`src/rtl/bp_be_pkg.sv`:
```
// Shared backend types and constants for the FMA/IMUL writeback scheduler.
package bp_be_pkg;

    localparam int bp_be_rd_width_gp   = 5;
    localparam int bp_be_kill_depth_gp = 1;

    typedef struct packed {
        logic                         v;
        logic [bp_be_rd_width_gp-1:0] rd;
    } bp_be_wb_slot_s;

endpackage

```
`src/rtl/bp_be_wb_slot_shifter.sv`:
```
// One result port's in-flight slot shift register: stage 1 loads, the last stage drives writeback.
module bp_be_wb_slot_shifter #(
    parameter int depth_p      = 3,
    parameter int kill_depth_p = 1,
    parameter int rd_width_p   = 5
) (
    input  logic                  clk_i,
    input  logic                  reset_n_i,
    input  logic                  load_v_i,
    input  logic [rd_width_p-1:0] load_rd_i,
    input  logic                  kill_i,
    input  logic [rd_width_p-1:0] query_rd_i,
    output logic                  query_hit_o,
    output logic [depth_p-1:0]    stage_v_o,
    output logic                  last_v_o,
    output logic [rd_width_p-1:0] last_rd_o
);

    logic [depth_p-1:0]    v_q, v_d;
    logic [rd_width_p-1:0] rd_q [depth_p];
    logic [rd_width_p-1:0] rd_d [depth_p];

    // Index i holds stage i+1; a kill drops whatever would land in stages 1..kill_depth_p.
    always_comb begin
        v_d     = '0;
        v_d[0]  = load_v_i & ~kill_i;
        rd_d[0] = load_rd_i;
        for (int i = 1; i < depth_p; i++) begin
            v_d[i]  = v_q[i-1] & ~(kill_i && (i < kill_depth_p));
            rd_d[i] = rd_q[i-1];
        end
    end

    always_ff @(posedge clk_i or negedge reset_n_i) begin
        if (!reset_n_i) begin
            v_q <= '0;
            for (int i = 0; i < depth_p; i++) rd_q[i] <= '0;
        end else begin
            v_q <= v_d;
            for (int i = 0; i < depth_p; i++) rd_q[i] <= rd_d[i];
        end
    end

    always_comb begin
        query_hit_o = 1'b0;
        for (int i = 0; i < depth_p; i++) begin
            if (v_q[i] && (rd_q[i] == query_rd_i)) query_hit_o = 1'b1;
        end
    end

    assign stage_v_o = v_q;
    assign last_v_o  = v_q[depth_p-1];
    assign last_rd_o = rd_q[depth_p-1];

endmodule

```
`src/rtl/bp_be_fma_wb_scheduler.sv`:
```
// Issue-side scheduler for the shared FMA/IMUL pipe: tracks in-flight ops, drives writeback,
// and arbitrates the FP writeback port against the divider with starvation protection.
module bp_be_fma_wb_scheduler
    import bp_be_pkg::*;
#(
    parameter int fma_latency_p  = 4,
    parameter int imul_latency_p = 3,
    parameter int kill_depth_p   = bp_be_kill_depth_gp,
    parameter int starve_limit_p = 4,
    parameter int rd_width_p     = 5
) (
    input  logic                  clk_i,
    input  logic                  reset_n_i,
    input  logic                  issue_v_i,
    input  logic                  issue_is_fma_i,
    input  logic [rd_width_p-1:0] issue_rd_i,
    output logic                  ready_o,
    input  logic                  flush_i,
    input  logic                  div_req_i,
    output logic                  div_gnt_o,
    output logic                  fma_wb_v_o,
    output logic [rd_width_p-1:0] fma_wb_rd_o,
    output logic                  imul_wb_v_o,
    output logic [rd_width_p-1:0] imul_wb_rd_o,
    input  logic [rd_width_p-1:0] query_rd_i,
    output logic                  query_fp_hit_o,
    output logic                  query_int_hit_o,
    output logic                  busy_o
);

    localparam int fp_depth_lp  = fma_latency_p - 1;
    localparam int int_depth_lp = imul_latency_p - 1;
    localparam int cnt_w_lp     = $clog2(starve_limit_p + 1);
    localparam logic [cnt_w_lp-1:0] starve_max_lp = cnt_w_lp'(starve_limit_p);

    logic                    accept;
    logic                    starve_block;
    logic [cnt_w_lp-1:0]     starve_cnt_q, starve_cnt_d;
    logic [fp_depth_lp-1:0]  fp_stage_v;
    logic [int_depth_lp-1:0] int_stage_v;

    assign starve_block = (starve_cnt_q == starve_max_lp);
    assign ready_o      = reset_n_i & ~(issue_is_fma_i & starve_block);
    assign accept       = issue_v_i & ready_o & ~flush_i;

    // Stage fma_latency_p-2 becomes the FP writeback stage next cycle; grant only when it is empty.
    assign div_gnt_o = div_req_i & ~fp_stage_v[fma_latency_p-3] & reset_n_i;

    always_comb begin
        starve_cnt_d = '0;
        if (div_req_i & ~div_gnt_o) begin
            starve_cnt_d = starve_block ? starve_cnt_q : starve_cnt_q + cnt_w_lp'(1);
        end
    end

    always_ff @(posedge clk_i or negedge reset_n_i) begin
        if (!reset_n_i) starve_cnt_q <= '0;
        else            starve_cnt_q <= starve_cnt_d;
    end

    bp_be_wb_slot_shifter #(
        .depth_p      (fp_depth_lp),
        .kill_depth_p (kill_depth_p),
        .rd_width_p   (rd_width_p)
    ) fp_slots (
        .clk_i       (clk_i),
        .reset_n_i   (reset_n_i),
        .load_v_i    (accept & issue_is_fma_i),
        .load_rd_i   (issue_rd_i),
        .kill_i      (flush_i),
        .query_rd_i  (query_rd_i),
        .query_hit_o (query_fp_hit_o),
        .stage_v_o   (fp_stage_v),
        .last_v_o    (fma_wb_v_o),
        .last_rd_o   (fma_wb_rd_o)
    );

    bp_be_wb_slot_shifter #(
        .depth_p      (int_depth_lp),
        .kill_depth_p (kill_depth_p),
        .rd_width_p   (rd_width_p)
    ) int_slots (
        .clk_i       (clk_i),
        .reset_n_i   (reset_n_i),
        .load_v_i    (accept & ~issue_is_fma_i),
        .load_rd_i   (issue_rd_i),
        .kill_i      (flush_i),
        .query_rd_i  (query_rd_i),
        .query_hit_o (query_int_hit_o),
        .stage_v_o   (int_stage_v),
        .last_v_o    (imul_wb_v_o),
        .last_rd_o   (imul_wb_rd_o)
    );

    assign busy_o = (|fp_stage_v) | (|int_stage_v);

endmodule
```
`config.mk`:
```
export PLATFORM = sky130hd
export DESIGN_NAME = bp_be_fma_wb_scheduler
export DESIGN_NICKNAME = d
export VERILOG_FILES = /design/src/rtl/bp_be_pkg.sv /design/src/rtl/bp_be_wb_slot_shifter.sv /design/src/rtl/bp_be_fma_wb_scheduler.sv
export SDC_FILE = /design/constraint.sdc
export NUM_CORES = 1
export LEC_CHECK = 0
export ABC_AREA = 0
export CAP_MARGIN = 20
export CORE_MARGIN = 3
export CORE_UTILIZATION = 30
export DETAILED_ROUTE_END_ITERATION = 10
export PLACE_DENSITY = 0.67
export REMOVE_ABC_BUFFERS = 1
export SYNTH_ARGS = -nofsm -noshare
export SYNTH_HDL_FRONTEND = slang
export SYNTH_SLANG_ARGS = --single-unit
```
`constraint.sdc`:
```
create_clock -name clk_i -period 1.89 [get_ports clk_i]
set_input_delay 0.378 -clock clk_i [delete_from_list [all_inputs] [get_ports clk_i]]
set_output_delay 0.378 -clock clk_i [all_outputs]
set_load 0.02 [all_outputs]
```
==> results.json <==
{
  "status": "finished, violations left",
  "violations": "negative setup slack",
  "drc": 0,
  "grt_pass1_wl_microns": 2842,
  "synth_seq_area_share_pct": 61.91,
  "ys_ff_latch": 23,
  "clk_path_buf_depth": 2,
  "fill_cells": 280,
  "clk_pin_slew_ps": 120,
  "core_area_sq_um": 2853,
  "fin_ws_ps": -24.00,
  "via_per_inst": 4.473,
  "grt_pass1_vias": 643,
  "drt_iter0_markers": 22,
  "post_synth.cell_area_avg_sq_um": 12.40,
  "criticalPathCategory": "reg -> out",
  "port_buffers": 32,
  "cp_data_arrival_time_ps": 1540,
  "cts_tree": "built",
  "period_share_pct": 101.3,
  "h-tree-depth": 1,
  "drive_above_1_share_pct": 18.49,
  "power_density_nw_per_um2": 665.2,
  "p_leak_nw": 0.6261,
  "cp-start-kind": "register",
  "post_cts_buffers": 0,
  "gp_congestion": 0.7810,
  "hold_path.class": "reg -> reg",
  "regArea_sq_um": 575.6,
  "dpl-instance-area_sq_um": 1349,
  "rsz0062_at_grt": "true",
  "crit_fanout": 2,
  "antenna_found_initial": 0,
  "area_growth_pct": 47.38,
  "ant_nets": 0,
  "clkSinkCount": 23,
  "synth_cell_types": 19,
  "min_period_ps": 1914,
  "max-cap-violations": 0,
  "synth_cells": 75,
  "track_usage_pct": 10.19,
  "totalNegativeSetupSlack_ps": -24.00,
  "pre_cts_ws_ps": -740.3,
  "die_x_microns": 61.67,
  "endpoint_kind": "output port",
  "synth_area_sq_um": 929.6,
  "initial_core_util_pct": 32.59,
  "setup-violations-final": 1,
  "fin_area_sq_um": 1370,
  "dp_hpwl_microns": 1544,
  "cts_hold_buf": 0,
  "slew-limit-headroom_pct": 76.88,
  "die_area_sq_um": 3803,
  "routed_wl_microns": 1845,
  "multi_input_area_sq_um": 315.3,
  "peakVddDrop_uv": 223.3,
  "diodes": 0,
  "worst_slew_pin_slew_ps": 343.1,
  "cts_buffers": 3,
  "grt_max_degree": 24,
  "finalHoldViolCount": 0,
  "clock_latency_ps": 300,
  "ios": 33,
  "rows": 19,
  "wl_per_cell_microns": 12.30,
  "maxSlewViolCount": 0,
  "dr.pass1.iters": 4,
  "clockRootBuffer": "clkbuf_4",
  "nets": 138,
  "yosysWarnings": 0,
  "fin_worst_skew_ps": 5.741,
  "cp_data_required_time_ps": 1510,
  "vias": 671,
  "grt_overflow": 0,
  "fmax_mhz": 522.5,
  "die_h_microns": 61.67
}
## sequential cells by signal, indices dropped and copies added (netlist names)
signal	cells
fp_slots.last_rd_o	5
int_slots.last_rd_o	5
int_slots.rd_d	5
fp_slots.stage_v_o	3
starve_cnt_q	3
int_slots.stage_v_o	2
## cells in the final DEF, fill, tap and decap left out, drive strengths merged, types with 4 or more instances in the layout
| cell | count |
|---|---|
| clkbuf | 6 |
| xnor2 | 8 |
| buf | 15 |
| clkdlybuf4s50 | 22 |
| dlygate4sd2 | 6 |
| dfrtp | 23 |
| nand2 | 4 |
| xor2 | 8 |
| nor3 | 4 |
| nor2 | 4 |
## power breakdown
part / total, W / switching (W) / internal [W]
logic: 0.000169 / 0.0000770 / 0.0000917
registers: 0.000529 / 0.0000160 / 0.000513
clock network: 0.000213 / 0.000131 / 0.0000822
## routing by layer
metal  track usage (%)  wire (microns)  vias to the layer above
met2             18.09             917                       22
met4             2.727              15                        0
met3             1.887              96                        2
met5                 0               0                        -
li1                  -               -                      331
met1             12.58             816                      316
## Yosys cell counts
cell type	instances	share of area, %
nor2b_1	1	0.67
inv_1	3	1.2
buf_4	5	4.0
a21oi_1	1	0.54
nand2_1	4	1.6
a31oi_1	1	0.67
xor2_1	8	7.5
o21ai_0	1	0.54
nor3_1	4	2.2
nor4_1	1	0.67
nor3b_1	2	1.6
and3_1	2	1.3
ha_1	2	2.7
xnor2_1	8	7.5
dfrtp_1	23	62
a221o_1	1	1.1
nor2_1	4	1.6
nand3_1	3	1.6
a22o_1	1	0.94
## stage by stage
| stage | util (%) | std cells | power (W) | hold slack [ps] |
|---|---|---|---|---|
| 2_1_floorplan | - | 70 | 0.0006013 | 82.41 |
| 3_3_place_gp | 47.28 | 146 | 0.0007127 | 378.6 |
| 3_5_place_dp | 47.28 | 146 | 0.0007160 | 387.1 |
| 4_1_cts | 48.20 | 150 | 0.0009253 | 412.0 |
| 5_1_grt | 48.03 | 150 | 0.0009605 | 427.3 |
| 6_report | 48.03 | 150 | 0.0009113 | 407.9 |
## worst paths after layout
kind                                       startpoint                endpoint  slack, ps  depth (start not counted)
worst max register to register        starve_cnt_q[1]         starve_cnt_q[0]        710                          6
min in group asynchronous                   reset_n_i         starve_cnt_q[1]        440                          2
max in group asynchronous                   reset_n_i   fp_slots.last_rd_o[2]       1230                          2
worst min register to register      int_slots.rd_d[2]  int_slots.last_rd_o[2]        410                          0
worst max-delay path            fp_slots.last_rd_o[0]          query_fp_hit_o        -20                          5
worst min-delay path                int_slots.rd_d[2]  int_slots.last_rd_o[2]        410                          0
## critical path, cell delays in order, from the launching register on
cell and delay [ps]:
dfrtp_1 410, xor2_1 150, nor4_1 260, and3_1 190, a221o_1 120, buf_6 120
## area by class of cell
cell class / count / share of cell area [%]
flip-flops and latches: 23 / 42.01
repair buffers: 45 / 29.41
multi-input cells: 44 / 23.01
well taps: 31 / 2.831
clock buffers: 4 / 1.918
inverters: 3 / 0.8219
## repair_timing
action / 4_1_cts / 5_1_grt
endpoints found under the setup margin: 5 / 4
pin swaps: 6 / 0
resized for setup: 24 / 4
## cells by family after synthesis
group | after synthesis | synth area share (%)
compound gates | 5 | 3.768
xor+xnor | 16 | 15.07
fa+ha+maj | 2 | 2.691
buf+inv | 8 | 5.249
flops | 23 | 61.91
simple gates | 21 | 11.30
No activity file was read; power rests on OpenSTA's default activity.
